[config.mk]
export PLATFORM = sky130hd
export DESIGN_NAME = reg_writeback
export DESIGN_NICKNAME = d
export VERILOG_FILES = /design/src/rtl/reg_writeback.sv
export SDC_FILE = /design/constraint.sdc
export NUM_CORES = 1
export LEC_CHECK = 0
export BUFFER_PORTS_ARGS = -buffer_cell sky130_fd_sc_hd__buf_2
export CORE_MARGIN = 8
export CORE_UTILIZATION = 38
export DETAILED_ROUTE_END_ITERATION = 12
export PLACE_DENSITY = 0.62
export SKIP_LAST_GASP = 1
export SLEW_MARGIN = 20
export SYNTH_ARGS = -nofsm -noshare
export SYNTH_HDL_FRONTEND = slang
export SYNTH_SLANG_ARGS = --single-unit
[constraint.sdc]
create_clock -name clk -period 7.1 [get_ports clk]
set_input_delay 0 -clock clk [delete_from_list [all_inputs] [get_ports clk]]
set_output_delay 0 -clock clk [all_outputs]
set_load 0.01 [all_outputs]
[src/rtl/reg_writeback.sv]
// reg_writeback: arbitrates ALU results and FIFO-buffered loads onto the register-file write port
module reg_writeback #(
  parameter int WIDTH = 32,
  parameter int ABITS = 5,
  parameter int DEPTH = 2,
  parameter int STARVE_MAX = 4
) (
  input  logic             clk,
  input  logic             rst,
  input  logic             alu_valid,
  output logic             alu_ready,
  input  logic [ABITS-1:0] alu_dest,
  input  logic [WIDTH-1:0] alu_data,
  input  logic             ld_valid,
  output logic             ld_ready,
  input  logic [ABITS-1:0] ld_dest,
  input  logic [WIDTH-1:0] ld_data,
  output logic             rf_wr,
  output logic [ABITS-1:0] rf_select,
  output logic [WIDTH-1:0] rf_data,
  output logic             busy
);
  localparam int AW = $clog2(DEPTH);
  localparam int CW = $clog2(DEPTH + 1);
  localparam int SW = $clog2(STARVE_MAX + 1);
  localparam logic [CW-1:0] FULL = CW'(DEPTH);
  localparam logic [SW-1:0] SMAX = SW'(STARVE_MAX);
  logic [ABITS+WIDTH-1:0] mem [DEPTH];
  logic [AW-1:0] rd_ptr, wr_ptr;
  logic [CW-1:0] count;
  logic [SW-1:0] starve_cnt;
  logic nonempty, push, pop, alu_win;
  assign nonempty  = count != '0;
  assign ld_ready  = count < FULL;
  assign alu_ready = !(nonempty && starve_cnt == SMAX);
  assign alu_win   = alu_valid && alu_ready;
  assign pop       = !alu_win && nonempty;
  assign push      = ld_valid && ld_ready;
  assign busy      = nonempty || rf_wr;
  always_ff @(posedge clk)
    if (push) mem[wr_ptr] <= {ld_dest, ld_data};
  always_ff @(posedge clk) begin
    if (rst) begin
      rd_ptr     <= '0;
      wr_ptr     <= '0;
      count      <= '0;
      starve_cnt <= '0;
      rf_wr      <= 1'b0;
      rf_select  <= '0;
      rf_data    <= '0;
    end else begin
      if (push) wr_ptr <= wr_ptr + AW'(1);
      if (pop) rd_ptr <= rd_ptr + AW'(1);
      count      <= count + CW'(push) - CW'(pop);
      starve_cnt <= (pop || !nonempty) ? '0 :
                    (alu_win && starve_cnt != SMAX) ? starve_cnt + SW'(1) : starve_cnt;
      rf_wr      <= alu_win || pop;
      if (alu_win) {rf_select, rf_data} <= {alu_dest, alu_data};
      else if (pop) {rf_select, rf_data} <= mem[rd_ptr];
    end
  end
endmodule

# [After elaboration in Yosys (flattened, before gate mapping)]
# Memory sizes are Yosys's and may differ from the RTL's. A register that Yosys moved wholly into a read port is not among the register bits.
# Cells that the tools add are included.
[word_totals] ff_bits=45 mem_bits_rw=74 in_bits=78 out_inout_bits=41 elab_cells=38 memories=1
[mem_list] memory="mem" words=2 word_bits=37 read_ports=1 rd_clocked_by_memory_dff=1 write_ports=1 line_no="28" rtl="logic [ABITS+WIDTH-1:0] mem [DEPTH];"
[classes] addsub=5 magnitude_cmp=1 n_eq_ne=2 n_mux=8 reduce_logical=14
[op_table] operator="2-to-1 mux 32 bit" count=2
[op_table] operator="2-to-1 mux 5 bit" count=2
[op_table] operator="logical AND 1 bit" count=5
[op_table] operator="2-to-1 mux 1 bit" count=4
[op_table] operator="nonzero test 2 bit" count=2
[op_table] operator="adder 3 x 1 -> 3 bit, second input constant" count=1
[op_table] operator="equality test 3 bit, second input constant" count=1
[op_table] operator="zero test 1 bit" count=3
[op_table] operator="logical OR 1 bit" count=3
[op_table] operator="!= test 3 bit, second input constant" count=1
[op_table] operator="adder 1 bit, second input constant" count=2
[op_table] operator="adder 2 x 1 -> 2 bit" count=1
[op_table] operator="< comparator 2 bit, second input constant" count=1
[op_table] operator="OR reduction 2 bit" count=1
[op_table] operator="subtractor 2 x 1 -> 2 bit" count=1

# [Logic depth before layout (Yosys ltp)]
[depth] depth_word=8 ltp_mapped=10 mapped_depth_nobuf=10

# [Worst setup path after synthesis]
# OpenSTA, ideal clock, no wires.
[synth_path] kind="reg2reg" start="register count[1]" end="memory mem[0][0] (netlist bit) (enable)" setup_ns=0.431 arrival_ns=2.173 required_ns=6.669 setup_slack_ns=4.496 path_stages_with_launch=4 path_buffers=1 period_less_slack_ns=2.604 path_cell_list="dfxtp_1 -> buf_6 -> nand2b_1 -> nor2_1"
[synth_between] elab_chain_len=4
[synth_lines] element="start: declaration" line_no="30" rtl="logic [CW-1:0] count;"
[synth_lines] element="start signal: assignment" line_no="54" rtl="count <= count + CW'(push) - CW'(pop);"
[synth_lines] element="< comparator 2 bit" line_no="34" rtl="assign ld_ready = count < FULL;"
[synth_lines] element="logical AND 1 bit" line_no="38" rtl="assign push = ld_valid && ld_ready;"
[synth_lines] element="2-to-1 mux 1 bit" line_no="41" rtl="if (push) mem[wr_ptr] <= {ld_dest, ld_data};"
[synth_lines] element="2-to-1 mux 1 bit (implied by the code)" line_no="41"
[synth_lines] element="end: declaration" line_no="28"
# No other way between the ends.

# [Worst setup path after layout]
[layout_path] start="register count[1]" end="register rf_select[4]"
[layout_between] elab_chain_len=7 elab_cells_between_ends=8 cone_classes="mux (1); reduce/logical (7)"
[layout_lines] element="nonzero test 2 bit *" line_no="33" rtl="assign nonempty = count != '0;"
[layout_lines] element="logical AND 1 bit" line_no="35" rtl="assign alu_ready = !(nonempty && starve_cnt == SMAX);"
[layout_lines] element="zero test 1 bit" line_no="35"
[layout_lines] element="logical AND 1 bit" line_no="36" rtl="assign alu_win = alu_valid && alu_ready;"
[layout_lines] element="zero test 1 bit" line_no="37" rtl="assign pop = !alu_win && nonempty;"
[layout_lines] element="logical AND 1 bit" line_no="37"
[layout_lines] element="nonzero test 2 bit (no line)"
[layout_lines] element="end signal: assignment" line_no="58" rtl="if (alu_win) {rf_select, rf_data} <= {alu_dest, alu_data};"
[layout_lines] element="end signal: assignment" line_no="59" rtl="else if (pop) {rf_select, rf_data} <= mem[rd_ptr];"
[layout_lines] element="end: declaration" line_no="19" rtl="output logic [ABITS-1:0] rf_select,"
# Mark *: on every way between the ends. The rest lies on a longest branch, timed or not.
# A chain may end at the register's enable or synchronous reset.

==> impl_metrics.py <==
metrics = {
    "clocking": {
        "worstSkewPairLatency_ns": 0.40,
        "htreeDepth": 4,
        "cts_inserted_buffers": 17,
        "cts-root-buf": "clkbuf_16",
        "clk_pin_slew_worst_paths_ns": 0.05,
        "clk_path_buf_depth": 2,
        "cts.sinks": 120,
        "cts_tree": "yes",
    },
    "synthesis": {
        "avgSynthCellArea_um2": 13.2,
        "syn_nets": 451,
        "synth-edff-count": 74,
        "netlist_top_cells_count": "edfxtp_1 (74), dfxtp_1 (46), a21oi_1 (23)",
        "synth.cell_area_um2": 4880,
        "yosysWarnings": 0,
        "netlist.area_leader.share": 0.456,
        "synth-seq-area-share": 0.645,
        "ys_types": 29,
        "synth_cells": 369,
        "ys_ff_latch": 120,
        "ys.flop_type": "edfxtp_1",
        "yosys.area.top_type": "edfxtp_1",
        "synth_most_common_cell": "edfxtp_1",
        "synth_area_leaders": "edfxtp_1 (46%), dfxtp_1 (19%), mux2_2 (4.8%)",
        "async_flop_share": 0,
    },
    "cells_and_area": {
        "area_delta_synth_final_pct": 39.3,
        "seq_area_um2": 3140,
        "nNetsFinal": 629,
        "nFillCells": 1082,
        "drive_gt1_frac": 0.315,
        "fin_util": 0.540,
        "multi_input_area_um2": 1470,
    },
    "setup_path": {
        "crit_start": "count[1]",
        "crit_chain": "nor3_4 > buf_4 > a311o_1 > o21ai_0",
        "cp_slowest_cell": "nor3_4",
        "path_delay_family": "simple AND/OR/NAND/NOR gates",
        "critPathBufInv": 1,
        "crit_required_ns": 7.37,
        "arrival_ns": 2.39,
        "startpoint_type": "flip-flop",
        "path_max_fanout": 31,
        "max_stage_delay_ns": 0.87,
        "crit_path_end_kind": "flip-flop",
        "timing.rr.start": "count[1]",
        "path_class": "reg -> reg",
    },
    "sta": {
        "setup_viol": 0,
        "timing.final.crit_share": 0.299,
        "slew_violations": 0,
        "min_period_ns": 2.12,
        "relSlewSlack": 0.278,
        "tns_ns": 0,
        "finClkSkew_ns": 0.00898,
        "hold_viol": 0,
        "fmax_mhz": 471,
        "rsz0062_at_grt": "false",
        "worst_slew_pin_slew_ns": 1.08,
    },
    "place": {
        "dp_hpwl_um": 7480,
        "io_buffers": 118,
        "gp_congestion": 0.732,
    },
    "global_routing": {
        "grt_pass1_wl_um": 19800,
        "grt_pass1_vias": 3920,
        "antenna_found_initial": 1,
        "overflow": 0,
        "track_usage": 0.154,
        "grt_max_degree": 61,
    },
    "power": {
        "powerDensity_nw_per_um2": 321,
        "peakVddDrop_uv": 120,
        "finalPower_w": 0.00218,
        "p_leak_nw": 2.66,
    },
    "hold_path": {
        "hold_path_class": "in -> reg",
        "hp-start": "alu_data[21]",
    },
    "routing": {
        "drt_first_pass_iters": 5,
        "ant_nets": 0,
        "drt_iter0_markers": 227,
        "drc_errors": 0,
        "viasPerCell": 5.05,
        "routed_wl_um": 12300,
        "vias": 3698,
        "wl_per_cell_um": 16.8,
    },
    "floorplan": {
        "die_w_um": 129,
        "ios": 119,
        "rows": 41,
        "initial_core_util": 0.388,
        "die-area_um2": 16700,
        "die_y_um": 129,
        "coreArea_um2": 12600,
    },
    "flow_run": {
        "drv_cap": 0,
    },
    "run_status": {
        "outcome": "finished, final reports clean",
    },
}
[cell families (layout without fill, tap and decap cells)]
family | count (synthesis) | in the layout | synth area share
simple gates | 70 | 70 | 0.0860
flops | 120 | 120 | 0.645
buf+inv | 54 | 244 | 0.0552
xor+xnor | 4 | 4 | 0.00719
fa+ha+maj | 4 | 4 | 0.0103
other cells | 0 | 1 | 0
mux | 21 | 21 | 0.0485
compound gates | 96 | 96 | 0.148
[report_power, final]
part | internal (W) | total (W) | switching [W]
Clock | 0.000519 | 0.000799 | 0.000280
Sequential | 0.000867 | 0.000930 | 0.0000628
Combinational | 0.000199 | 0.000451 | 0.000253
[metal layers]
metal	track usage	vias up	part of all wire	routed length [um]
li1	-	1778	-	-
met1	0.174	1752	0.41	5000
met2	0.254	138	0.51	6210
met3	0.0403	30	0.059	725
met4	0.0981	0	0.028	344
met5	0	-	0	0
[registers in the layout, indices dropped and copies added, names as in the netlist, named ones only]
register	flops
rf_wr	1
rd_ptr	1
rf_data	32
mem	74
starve_cnt	3
wr_ptr	1
rf_select	5
count	2
[layout make-up]
cell class / count / share of cell area
diodes: 1 / 0.000368
clock buffers: 21 / 0.0663
well taps: 172 / 0.0317
repair buffers: 192 / 0.195
inverters: 21 / 0.0116
multi-input cells: 195 / 0.217
clock inverters: 10 / 0.0158
flip-flops and latches: 120 / 0.463
[worst register-to-register path, cell delays in order (launching register included)]
cell and delay [ns]:
dfxtp_1 0.41, nor3_4 0.87, buf_4 0.46, a311o_1 0.17, o21ai_0 0.08
[through the flow]
step	hold WS, ns	setup slack [ns]	std cells	instance area [um^2]
floorplan	0.0989	4.50	369	4880
global placement	0.190	4.88	630	5530
detailed placement	0.192	4.82	630	5530
CTS	0.00214	4.99	731	6790
global route	0.0330	4.84	732	6790
finish	0.0209	4.98	732	6790
[timing repair]
action / CTS / global route
hold endpoints to repair: 107 / 0
setup buffers: 0 / 0
hold buffers: 70 / 0
gates resized for setup: 0 / 0
setup endpoints to repair: 0 / 0
[layout by cell type, fill, tap and decap left out, types with 17 or more instances in the layout]
| cell | n |
|---|---|
| mux2_2 | 21 |
| buf_2 | 118 |
| clkbuf_16 | 17 |
| dfxtp_1 | 45 |
| dlygate4sd3_1 | 70 |
| a21oi_1 | 23 |
| nor2b_1 | 17 |
| inv_1 | 21 |
| nand3_1 | 21 |
| a32oi_1 | 21 |
| edfxtp_1 | 74 |
[final timing paths]
kind                                      end  slack [ns]  cells after the start
worst min register to register  starve_cnt[0]        0.45                      1
worst max register to register   rf_select[4]        4.98                      4
worst max-delay path             rf_select[4]        4.98                      4
worst min-delay path              rf_data[21]        0.02                      4
No activity file was read; power rests on OpenSTA's default activity.
